**src/rtl/instr_prefetch_buffer.sv**
```systemverilog
`default_nettype none
// ============================================================================
// Module   : instr_prefetch_buffer
// Brief    : Packs a high-byte-first instruction byte stream into 16-bit
//            words, tags each word with its program address and queues it in
//            a first-word-fall-through FIFO for the decode stage.
// Revision : 1.0 - initial release
// ============================================================================
module instr_prefetch_buffer #(
  parameter int DEPTH = 4,
  parameter int PC_W  = 3
) (
  input  logic                     clk,
  input  logic                     reset,
  input  logic [7:0]               byte_in,
  input  logic                     byte_valid,
  output logic                     byte_ready,
  output logic [15:0]              instr_out,
  output logic [PC_W-1:0]          instr_pc,
  output logic                     instr_valid,
  input  logic                     instr_ready,
  input  logic                     flush,
  input  logic [PC_W-1:0]          flush_pc,
  output logic [$clog2(DEPTH):0]   fifo_count
);

  localparam int AW = $clog2(DEPTH);
  localparam int CW = AW + 1;
  localparam logic [CW-1:0] C_FULL = CW'(DEPTH);

  localparam logic [0:0] ST_HI = 1'b0;
  localparam logic [0:0] ST_LO = 1'b1;

  logic [0:0]      r_state;
  logic [7:0]      r_hi;
  logic [PC_W-1:0] r_next_pc;
  logic [AW-1:0]   r_wptr;
  logic [AW-1:0]   r_rptr;
  logic [CW-1:0]   r_count;
  logic [15:0]     r_mem_word [DEPTH];
  logic [PC_W-1:0] r_mem_pc   [DEPTH];

  logic w_accept;
  logic w_push;
  logic w_pop;

  // In LO the ready is judged on the pre-pop count, hence a bubble when full.
  assign byte_ready  = !flush && ((r_state == ST_HI) || (r_count < C_FULL));
  assign w_accept    = byte_valid && byte_ready;
  assign w_push      = w_accept && (r_state == ST_LO);
  assign instr_valid = (r_count != '0);
  assign w_pop       = !flush && instr_valid && instr_ready;

  assign instr_out  = instr_valid ? r_mem_word[r_rptr] : 16'h0000;
  assign instr_pc   = instr_valid ? r_mem_pc[r_rptr]   : '0;
  assign fifo_count = r_count;

  always_ff @(posedge clk or negedge reset) begin
    if (!reset) begin
      r_state   <= ST_HI;
      r_hi      <= 8'h00;
      r_next_pc <= '0;
      r_wptr    <= '0;
      r_rptr    <= '0;
      r_count   <= '0;
    end else if (flush) begin
      r_state   <= ST_HI;
      r_next_pc <= flush_pc;
      r_wptr    <= '0;
      r_rptr    <= '0;
      r_count   <= '0;
    end else begin
      if (w_accept) begin
        if (r_state == ST_HI) begin
          r_hi    <= byte_in;
          r_state <= ST_LO;
        end else begin
          r_next_pc <= r_next_pc + PC_W'(1);
          r_state   <= ST_HI;
        end
      end
      if (w_push) begin
        r_wptr <= r_wptr + AW'(1);
      end
      if (w_pop) begin
        r_rptr <= r_rptr + AW'(1);
      end
      case ({w_push, w_pop})
        2'b10:   r_count <= r_count + CW'(1);
        2'b01:   r_count <= r_count - CW'(1);
        default: r_count <= r_count;
      endcase
    end
  end

  // Storage carries no reset; validity is governed solely by the count.
  always_ff @(posedge clk) begin
    if (w_push && !flush) begin
      r_mem_word[r_wptr] <= {r_hi, byte_in};
      r_mem_pc[r_wptr]   <= r_next_pc;
    end
  end

endmodule
`default_nettype wire

```
**config.mk**
```make
export PLATFORM = sky130hd
export DESIGN_NAME = instr_prefetch_buffer
export DESIGN_NICKNAME = d
export VERILOG_FILES = /design/src/rtl/instr_prefetch_buffer.sv
export SDC_FILE = /design/constraint.sdc
export NUM_CORES = 1
export LEC_CHECK = 0
export ABC_AREA = 1
export CORE_MARGIN = 3
export CORE_UTILIZATION = 35
export DETAILED_ROUTE_END_ITERATION = 7
export PLACE_DENSITY = 0.52
export SYNTH_ARGS = -nofsm -noshare
export SYNTH_HDL_FRONTEND = slang
export SYNTH_SLANG_ARGS = --single-unit
```
**constraint.sdc**
```tcl
create_clock -name clk -period 2.19 [get_ports clk]
set_input_delay 0.219 -clock clk [delete_from_list [all_inputs] [get_ports clk]]
set_output_delay 0.219 -clock clk [all_outputs]
set_load 0.02 [all_outputs]
```
=== After elaboration in Yosys (flattened, before gate mapping) ===
Memory sizes are Yosys's and may differ from the RTL's.
Cells that the tools add are included.

* Logic and storage cells: 50
* Flip-flop bits (word level): 19
* Memories: 2
* RAM bits: 76

* Add/subtract/negate cells: 5
* Bitwise gates (word level): 2
* Reductions and logical operators: 16
* Eq/ne operators: 2
* $lt $le $gt $ge: 1
* Mux-type cells: 16

{| class="wikitable"
|+ Memories
! name !! words !! bits a word !! rd ports !! clocked after Yosys merged registers in !! write ports !! RTL line !! text
|-
| r_mem_word || 4 || 16 || 1 || 0 || 1 || 40 || <nowiki>logic [15:0] r_mem_word [DEPTH];</nowiki>
|-
| r_mem_pc || 4 || 3 || 1 || 0 || 1 || 41 || <nowiki>logic [PC_W-1:0] r_mem_pc [DEPTH];</nowiki>
|}

{| class="wikitable"
|+ Operators with widths
! cell !! number
|-
| 16-bit 2-to-1 mux || 1
|-
| 3-bit 2-to-1 mux || 5
|-
| 2-bit 2-to-1 mux || 4
|-
| 2-bit nonzero test || 4
|-
| 3-bit by 1-bit adder with 3-bit output (second input constant) || 2
|-
| 1-bit logical AND || 6
|-
| 3-bit one-hot mux with 2 select lines || 1
|-
| 3-bit nonzero test || 2
|-
| 1-bit 2-to-1 mux || 5
|-
| 2-bit by 1-bit adder with 2-bit output (second input constant) || 2
|-
| 3-bit < comparator (second input constant) || 1
|-
| 3-bit AND reduction || 1
|-
| 3-bit by 1-bit subtractor with 3-bit output (second input constant) || 1
|-
| 2-bit by 1-bit == test with 1-bit output (second input constant) || 1
|-
| 2-bit == test (second input constant) || 1
|-
| 1-bit inverter || 2
|-
| 2-bit AND reduction || 1
|-
| 1-bit zero test || 1
|-
| 1-bit logical OR || 1
|}

=== Depth between registers and ports, before layout ===
Gate-level depths: netlist (run 1).

* Word-level depth: 8
* Mapped depth: 11
* Gate-level depth less buffers: 10

=== Worst setup path before layout (run 1) ===
No wires, ideal clock.

* Path kind: flip-flop to flip-flop
* From: register r_count[2] (netlist: fifo_count[2])
* To: memory r_mem_pc[0][0] (enable)
* Path buffers: 0
* Data required time: 1.795 ns
* Stages on the path, launching flop included: 4
* Data arrival time: 1.620 ns
* Setup slack: 0.175 ns
* Period minus slack after synthesis: 2.015 ns
* Cells stage by stage: dfrtp_1 inv_2 nand4_4 nor2_1

* Cells in the longest elaborated chain, start to end: 8

{| class="wikitable"
|+ Ends and longest elaborated chain
! what !! RTL line !! text
|-
| start: declaration || 39 || <nowiki>logic [CW-1:0] r_count;</nowiki>
|-
| start signal: assignment || 89 || <nowiki>2'b10: r_count <= r_count + CW'(1);</nowiki>
|-
| start signal: assignment || 90 || <nowiki>2'b01: r_count <= r_count - CW'(1);</nowiki>
|-
| start signal: assignment || 91 || <nowiki>default: r_count <= r_count;</nowiki>
|-
| 3-bit < comparator || 48 || <nowiki>assign byte_ready = !flush && ((r_state == ST_HI) || (r_count < C_FULL));</nowiki>
|-
| 1-bit logical OR || 48 ||
|-
| 1-bit logical AND || 48 ||
|-
| 1-bit logical AND || 49 || <nowiki>assign w_accept = byte_valid && byte_ready;</nowiki>
|-
| 1-bit logical AND || 50 || <nowiki>assign w_push = w_accept && (r_state == ST_LO);</nowiki>
|-
| 1-bit logical AND || 98 || <nowiki>if (w_push && !flush) begin</nowiki>
|-
| 1-bit 2-to-1 mux || 98 ||
|-
| 1-bit 2-to-1 mux (implied by the code) || 100 || <nowiki>r_mem_pc[r_wptr] <= r_next_pc;</nowiki>
|-
| end: declaration || 41 ||
|}

No other way between the ends.

=== Worst setup path in the final report (run 1) ===
* From: register r_rptr[0]
* To: output port instr_out[8]

* Cells in the longest elaborated chain, start to end: 2

{| class="wikitable"
|+ Ends and longest elaborated chain
! what !! RTL line !! text
|-
| start: declaration || 38 || <nowiki>logic [AW-1:0] r_rptr;</nowiki>
|-
| start signal: assignment || 86 || <nowiki>r_rptr <= r_rptr + AW'(1);</nowiki>
|-
| memory read 4 x 16 bit || n/a ||
|-
| 16-bit 2-to-1 mux || 54 || <nowiki>assign instr_out = instr_valid ? r_mem_word[r_rptr] : 16'h0000;</nowiki>
|-
| end: declaration || 18 || <nowiki>output logic [15:0] instr_out,</nowiki>
|}

No other way between the ends.

==> results of run 1 <==
## worst paths after layout
check,endpoint,slack (ns),depth (start not counted)
max,instr_out[8],0.18,5
min,fifo_count[1],0.24,2
max reg2reg,fifo_count[2],0.24,11
min reg2reg,r_mem_word[3][12],0.52,0
max in group asynchronous,r_hi[7],1.73,2
min in group clk,r_next_pc[2],0.47,3
## cell type report
type                    count  area [µm²]
well taps                 140       175.2
clock inverters             4       47.55
repair buffers             61       569.3
multi-input cells         204        1054
fillers                  1045        6045
inverters                  13       51.30
clock buffers              12       236.5
flip-flops and latches     95        2758
## layout by cell type, fill, tap and decap left out, types with 2 or more instances in the layout
master           synthesis  final
nor2_1                  86     86
edfxtp_1                76     76
o21ai_0                 41     41
a21oi_1                 22     22
clkdlybuf4s50_1          0     20
dfrtp_1                 19     19
dlygate4sd2_1            0     19
buf_4                    1     19
nand2_1                 17     17
inv_1                    9      9
clkbuf_16                0      9
mux2_2                   8      8
nand3_1                  7      7
ha_1                     5      5
inv_2                    4      3
nand2_2                  3      3
clkbuf_1                 6      3
buf_12                   0      3
nand3_2                  2      2
nor2_4                   2      2
nor3_1                   2      2
## metal layers
metal / vias to the layer above / global-route usage / part of all wire
met3: 7 / 0.02857 / 0.041
met1: 1234 / 0.1784 / 0.46
met2: 49 / 0.2352 / 0.49
met4: 0 / 0.04647 / 0.0082
met5: - / 0 / 0
li1: 1247 / - / -
## cells by family after synthesis
kind of cell | synth area share
xor+xnor | 0.004447
fa+ha+maj | 0.02096
simple gates | 0.1337
buf+inv | 0.03271
compound gates | 0.08543
flops | 0.6999
mux | 0.02287
## worst max-delay path, delay by kind of cell, from the launching register on
family,cells,cell delay (ns)
AO/OA/AOI/OAI,2,0.32
flip-flops,1,0.45
buffers and inverters,3,0.71
## stage by stage
step                hold slack [ns]  std cells
global placement             0.4962        513
detailed placement           0.5032        513
global route                 0.2646        529
finish                       0.2371        529
floorplan                  -0.07659        327
CTS                          0.2432        529
## synthesized netlist by cell type (2+ instances only)
| master | count |
|---|---|
| nand3_2 | 2 |
| nand2_1 | 17 |
| o21ai_0 | 41 |
| nor2_1 | 86 |
| buf_1 | 2 |
| nand3_1 | 7 |
| mux2_2 | 8 |
| dfrtp_1 | 19 |
| nor2_4 | 2 |
| a21oi_1 | 22 |
| nand2_2 | 3 |
| nor3_1 | 2 |
| inv_2 | 4 |
| inv_1 | 9 |
| edfxtp_1 | 76 |
| clkbuf_1 | 6 |
| buf_2 | 4 |
| buf_6 | 2 |
| ha_1 | 5 |
## where the power goes
group | leakage (nW) | switching (W) | total (W) | internal [W]
registers | 0.921 | 0.000110 | 0.00221 | 0.00210
logic | 0.785 | 0.000934 | 0.00153 | 0.000599
clock network | 0.138 | 0.000608 | 0.00149 | 0.000882
total | 1.84 | 0.00165 | 0.00523 | 0.00358
## sequential cells by signal, summed over array words and instances (netlist names)
register and cells:
r_next_pc 3, fifo_count 3, r_hi 8, r_mem_word 64, r_rptr 2, r_mem_pc 12, r_state 1, r_wptr 2
==> results by group, run 1 <==
Status
  – Status: finished, final reports clean

Clocking
  – Post_cts resized: 20
  – Clk Latency, worst-skew pair: 0.33 ns
  – # clock sinks: 95
  – Hold Buf Count CTS: 0
  – Root Buffer: clkbuf_16
  – Clock buffer depth: 2
  – Post-CTS setup buffers: 0
  – CTS tree: built
  – Clock transition at path regs: 0.06 ns
  – H-tree Lvls: 3
  – CTS buffer count: 9

Die
  – Core region area: 0.01094 mm²
  – IO Count: 40
  – Die ar.: 0.01257 mm²
  – Row cnt: 38
  – Die span in x: 112.1 µm
  – Initial core utilization: 0.3603
  – Die Y-Extent: 112.1 µm

Worst setup path
  – Worst R2R Start: fifo_count[0]
  – Critical path's largest stage delay: 0.45 ns
  – CP arrival: 1.80 ns
  – Slowest library cell on the worst path: dfrtp_1
  – Cells along the critical path: inv_2 -> buf_4 -> o21ai_0 -> a21oi_1 -> dlygate4sd2_1
  – Worst EP required: 1.97 ns
  – Crit path max fanout: 22
  – Critical path startpoint category: flop
  – CP Capture Type: output port
  – Critical Path Source: r_rptr[0]
  – CP Class: reg -> out

Timing
  – Least-Margin Pin Slew: 0.3053 ns
  – Setup TNS: 0 ns
  – Setup WS post-layout: 0.1756 ns
  – Fmax: 0.4964 GHz
  – Fin crit period: 2.014 ns
  – Period utilization: 0.9198
  – Max-slew headroom: 0.7960
  – RSZ-0062 raised after global routing: false
  – Clock Skews: 0.009173 ns
  – Count of final hold-check violations: 0
  – Slew Viols, Final: 0
  – Setup violators final: 0

Route
  – Final ANT Viol Nets: 0
  – Wire per inst: 15.60 µm
  – Final routed DRC violation total: 0
  – Initial DRC count: 117
  – Vias per cell: 4.796
  – Final WL: 8.251 mm
  – DR pass1 iterations: 4
  – Vias: 2537

Layout
  – Util after Layout: 0.4473
  – Layout cells sized above 1: 0.1440
  – Antenna diode count: 0
  – Synthesis-to-finish area growth: 24.13%
  – Layout Nets: 406
  – Design Area, Final: 0.004891 mm²

Synthesis
  – Seq cells post-synth: 95
  – Synthesized instance count: 327
  – Synth Warn #: 0
  – Yosys top cell area share: 0.5792
  – Area leader, netlist: edfxtp_1
  – Top post-synthesis cells by area: edfxtp_1, dfrtp_1, nor2_1
  – Avg Cell Area, Syn: 12.05 µm²
  – Post-synth net total: 349
  – Post-synth EDFFs: 76
  – Post-synth ARST share: 0.2000
  – Syn Std Cell Area: 0.003940 mm²
  – Synth Flop Type: edfxtp_1
  – Sequential cell area fraction in the yosys report: 0.6999
  – Netlist cell types: 29

Job
  – MaxCap Viol Count: 0

Placement
  – # port buffers: 39
  – Dpl cell area: 0.004628 mm²
  – DP Wirelength: 5.387 mm
  – Post-Place Worst Slack: 0.1850 ns
  – RePlAce Congestion: 0.7583

Global routing
  – GRT Util Overall: 0.1388
  – Pin count of the biggest net entering global routing: 29
  – First-pass GRT wire length: 13.32 mm
  – Antenna violations before repair: 0
  – Vias in the first global route: 2521
  – GRT overflow: 0

Power
  – Leakage power: 1.844 nW
  – Power, Total: 0.005233 W
  – Pwr Density: 1070 mW/mm²
  – VDD IR max: 0.4045 mV

Min path
  – Class of the worst hold path: in -> async
No activity file was read; power rests on OpenSTA's default activity.
==> run 2, diff against run 1 <==
==> constraint.sdc (replaced) <==
create_clock -name clk -period 2.4 [get_ports clk]
set_input_delay 0.24 -clock clk [delete_from_list [all_inputs] [get_ports clk]]
set_output_delay 0.24 -clock clk [all_outputs]
set_load 0.02 [all_outputs]
==> run 2 against run 1 <==
Global-route usage is 0.42 points higher. Register-to-register slack improved by 0.21 ns. Clock-buffer cell count unchanged. Via count is 0.95% lower. Flip-flop and latch count unchanged. Critical path type unchanged. Critical endpoint is now instr_pc[2]. Largest cell class unchanged.
==> results by group, run 2 (synthesized netlist as in run 1, its figures left out) <==
Power
  – VDD IR max: 0.3476 mV (-14%)
  – Net Switching: 0.001537 W (-6.9%)
  – Pwr Density: 977.5 mW/mm² (-8.6%)
  – Internal: 0.003232 W (-9.7%)
  – Sw Share: 0.3223 (+0.006642)
  – Leakage power: 1.894 nW (+2.7%)
  – Comb pwr share: 0.310 (+0.017)
  – Portion of total power attributed to the clock network: 0.266 (-0.019)
  – Seq pwr share: 0.424 (+0.002)

Worst setup path
  – Worst R2R Start: r_state
  – FF-to-FF End: fifo_count[2]
  – CP arrival: 2.04 ns (+0.24 ns)
  – Worst setup endpoint: instr_pc[2]
  – Flop2flop setup slack: 0.45 ns (+0.21 ns)
  – Worst EP required: 2.16 ns (+0.19 ns)
  – Critical path startpoint category: flop
  – CP Class: reg -> out
  – R2R depth: 10 (-1)
  – CP Capture Type: output port
  – Crit path max fanout: 17 (-23%)
  – Critical Path Source: r_rptr[0]

Clocking
  – # clock sinks: 95 (unchanged)
  – Post-CTS setup buffers: 0 (unchanged)
  – CTS tree: built
  – H-tree Lvls: 3 (unchanged)
  – Clock transition at path regs: 0.06 ns (about the same)
  – Root Buffer: clkbuf_16
  – Clk Latency, worst-skew pair: 0.34 ns (about the same)
  – Hold Buf Count CTS: 0 (unchanged)
  – Clock buffer depth: 2 (unchanged)
  – Post_cts resized: 0 (-100%)
  – CTS buffer count: 9 (unchanged)

Global routing
  – Pin count of the biggest net entering global routing: 30 (+3.4%)
  – Vias in the first global route: 2504 (-0.67%)
  – GRT overflow: 0 (unchanged)
  – First-pass GRT wire length: 13.77 mm (+3.3%)
  – Antenna violations before repair: 0 (unchanged)
  – GRT Util Overall: 0.1429 (+0.004168)

Route
  – Final WL: 8.438 mm (+2.3%)
  – Vias per cell: 4.769 (-0.57%)
  – Wire per inst: 16.01 µm (+2.7%)
  – Final ANT Viol Nets: 0 (unchanged)
  – DR pass1 iterations: 4 (unchanged)
  – Final routed DRC violation total: 0 (unchanged)
  – Initial DRC count: 91 (-22%)
  – Vias: 2513 (-0.95%)

Layout
  – Antenna diode count: 0 (unchanged)
  – Biggest register: r_mem_word
  – Most common cell after layout, fill and taps aside: nor2_1
  – Synthesis-to-finish area growth: 23.82%
  – Layout cells sized above 1: 0.1395 (-0.004424)
  – Max FFs per register: 64 (unchanged)
  – Commonest cells after routing, fill and taps aside: nor2_1, edfxtp_1, o21ai_0
  – Fin cells: 527 (-0.38%)
  – Regs by FF count: r_mem_word: 64 flops, r_mem_pc: 12 flops, r_hi: 8 flops
  – Layout Nets: 404 (-0.49%)
  – Util after Layout: 0.4461 (-0.001144)

Die
  – Row cnt: 38 (unchanged)
  – Die span in x: 112.1 µm (unchanged)
  – Core region area: 0.01094 mm² (unchanged)
  – Die Y-Extent: 112.1 µm (unchanged)
  – IO Count: 40 (unchanged)
  – Die ar.: 0.01257 mm² (unchanged)
  – Initial core utilization: 0.3603 (unchanged)

Timing
  – Setup WS post-layout: 0.1183 ns (-0.05736 ns)
  – Max-slew headroom: 0.8021 (+0.006102)
  – RSZ-0062 raised after global routing: false
  – Slew Viols, Final: 0 (unchanged)
  – Least-Margin Pin Slew: 0.2961 ns (-0.009132 ns)
  – Setup TNS: 0 ns (unchanged)
  – Clock Skews: 0.004044 ns (-0.005129 ns)
  – Fmax: 0.4383 GHz
  – Setup violators final: 0 (unchanged)
  – Count of final hold-check violations: 0 (unchanged)
  – Period utilization: 0.9507
  – Fin crit period: 2.282 ns

Min path
  – Class of the worst hold path: in -> async

Job
  – MaxCap Viol Count: 0 (unchanged)

Status
  – Status: finished, final reports clean

Placement
  – Post-Place Worst Slack: 0.1538 ns (-0.03117 ns)
  – # port buffers: 39 (unchanged)
  – Placed insts: 511 (-0.39%)
  – DP Wirelength: 5.575 mm (+3.5%)
  – RePlAce Congestion: 0.7628 (+0.59%)
run 2: worst max-delay path, stage by stage (launching register included):
cell	delay, ns
dfrtp_1	0.44
buf_6	0.22
nor2_1	0.07
nor2_1	0.07
o21ai_0	0.09
a21oi_1	0.18
clkdlybuf4s50_1	0.63
run 2: cell type report:
cell class | count | area [µm²]
timing repair buffer | 59 | 581.8
multi-input combinational | 204 | 1054
clock inverter | 4 | 22.52
clock buffer | 12 | 236.5
tap | 140 | 175.2
fill | 1032 | 6057
sequential | 95 | 2758
inverter | 13 | 51.30
run 2: worst min path at each step:
stage / startpoint / end / slack [ns]
floorplan: reset / fifo_count[0] / -0.06
global placement: r_hi[0] / r_mem_word[0][8] / 0.50
detailed placement: r_hi[4] / r_mem_word[0][12] / 0.50
CTS: reset / fifo_count[1] / 0.24
global route: reset / fifo_count[2] / 0.27
finish: reset / fifo_count[1] / 0.24
run 2: routing by layer:
layer	vias to the layer above	global-route usage	share of wire
met5	-	0	0
met4	0	0.04327	0.012
met3	8	0.03235	0.033
met2	50	0.2380	0.50
met1	1212	0.1877	0.46
li1	1243	-	-
run 2: power groups by stage:
stage / logic, W / registers, W / clock network (W)
2_1_floorplan: 0.000833 / 0.00204 / 0
3_3_place_gp: 0.00151 / 0.00205 / 0
3_5_place_dp: 0.00152 / 0.00206 / 0
4_1_cts: 0.00152 / 0.00203 / 0.00131
5_1_grt: 0.00163 / 0.00204 / 0.00137
6_report: 0.00148 / 0.00202 / 0.00127
run 2: through the flow:
stage | cell area, µm² | total power [W] | hold WS [ns]
after floorplan | 3940 | 0.002872 | -0.05559
after global placement | 4588 | 0.003562 | 0.5003
after detailed placement | 4588 | 0.003578 | 0.5038
after CTS | 4847 | 0.004854 | 0.2405
after global routing | 4878 | 0.005045 | 0.2678
final | 4878 | 0.004769 | 0.2385
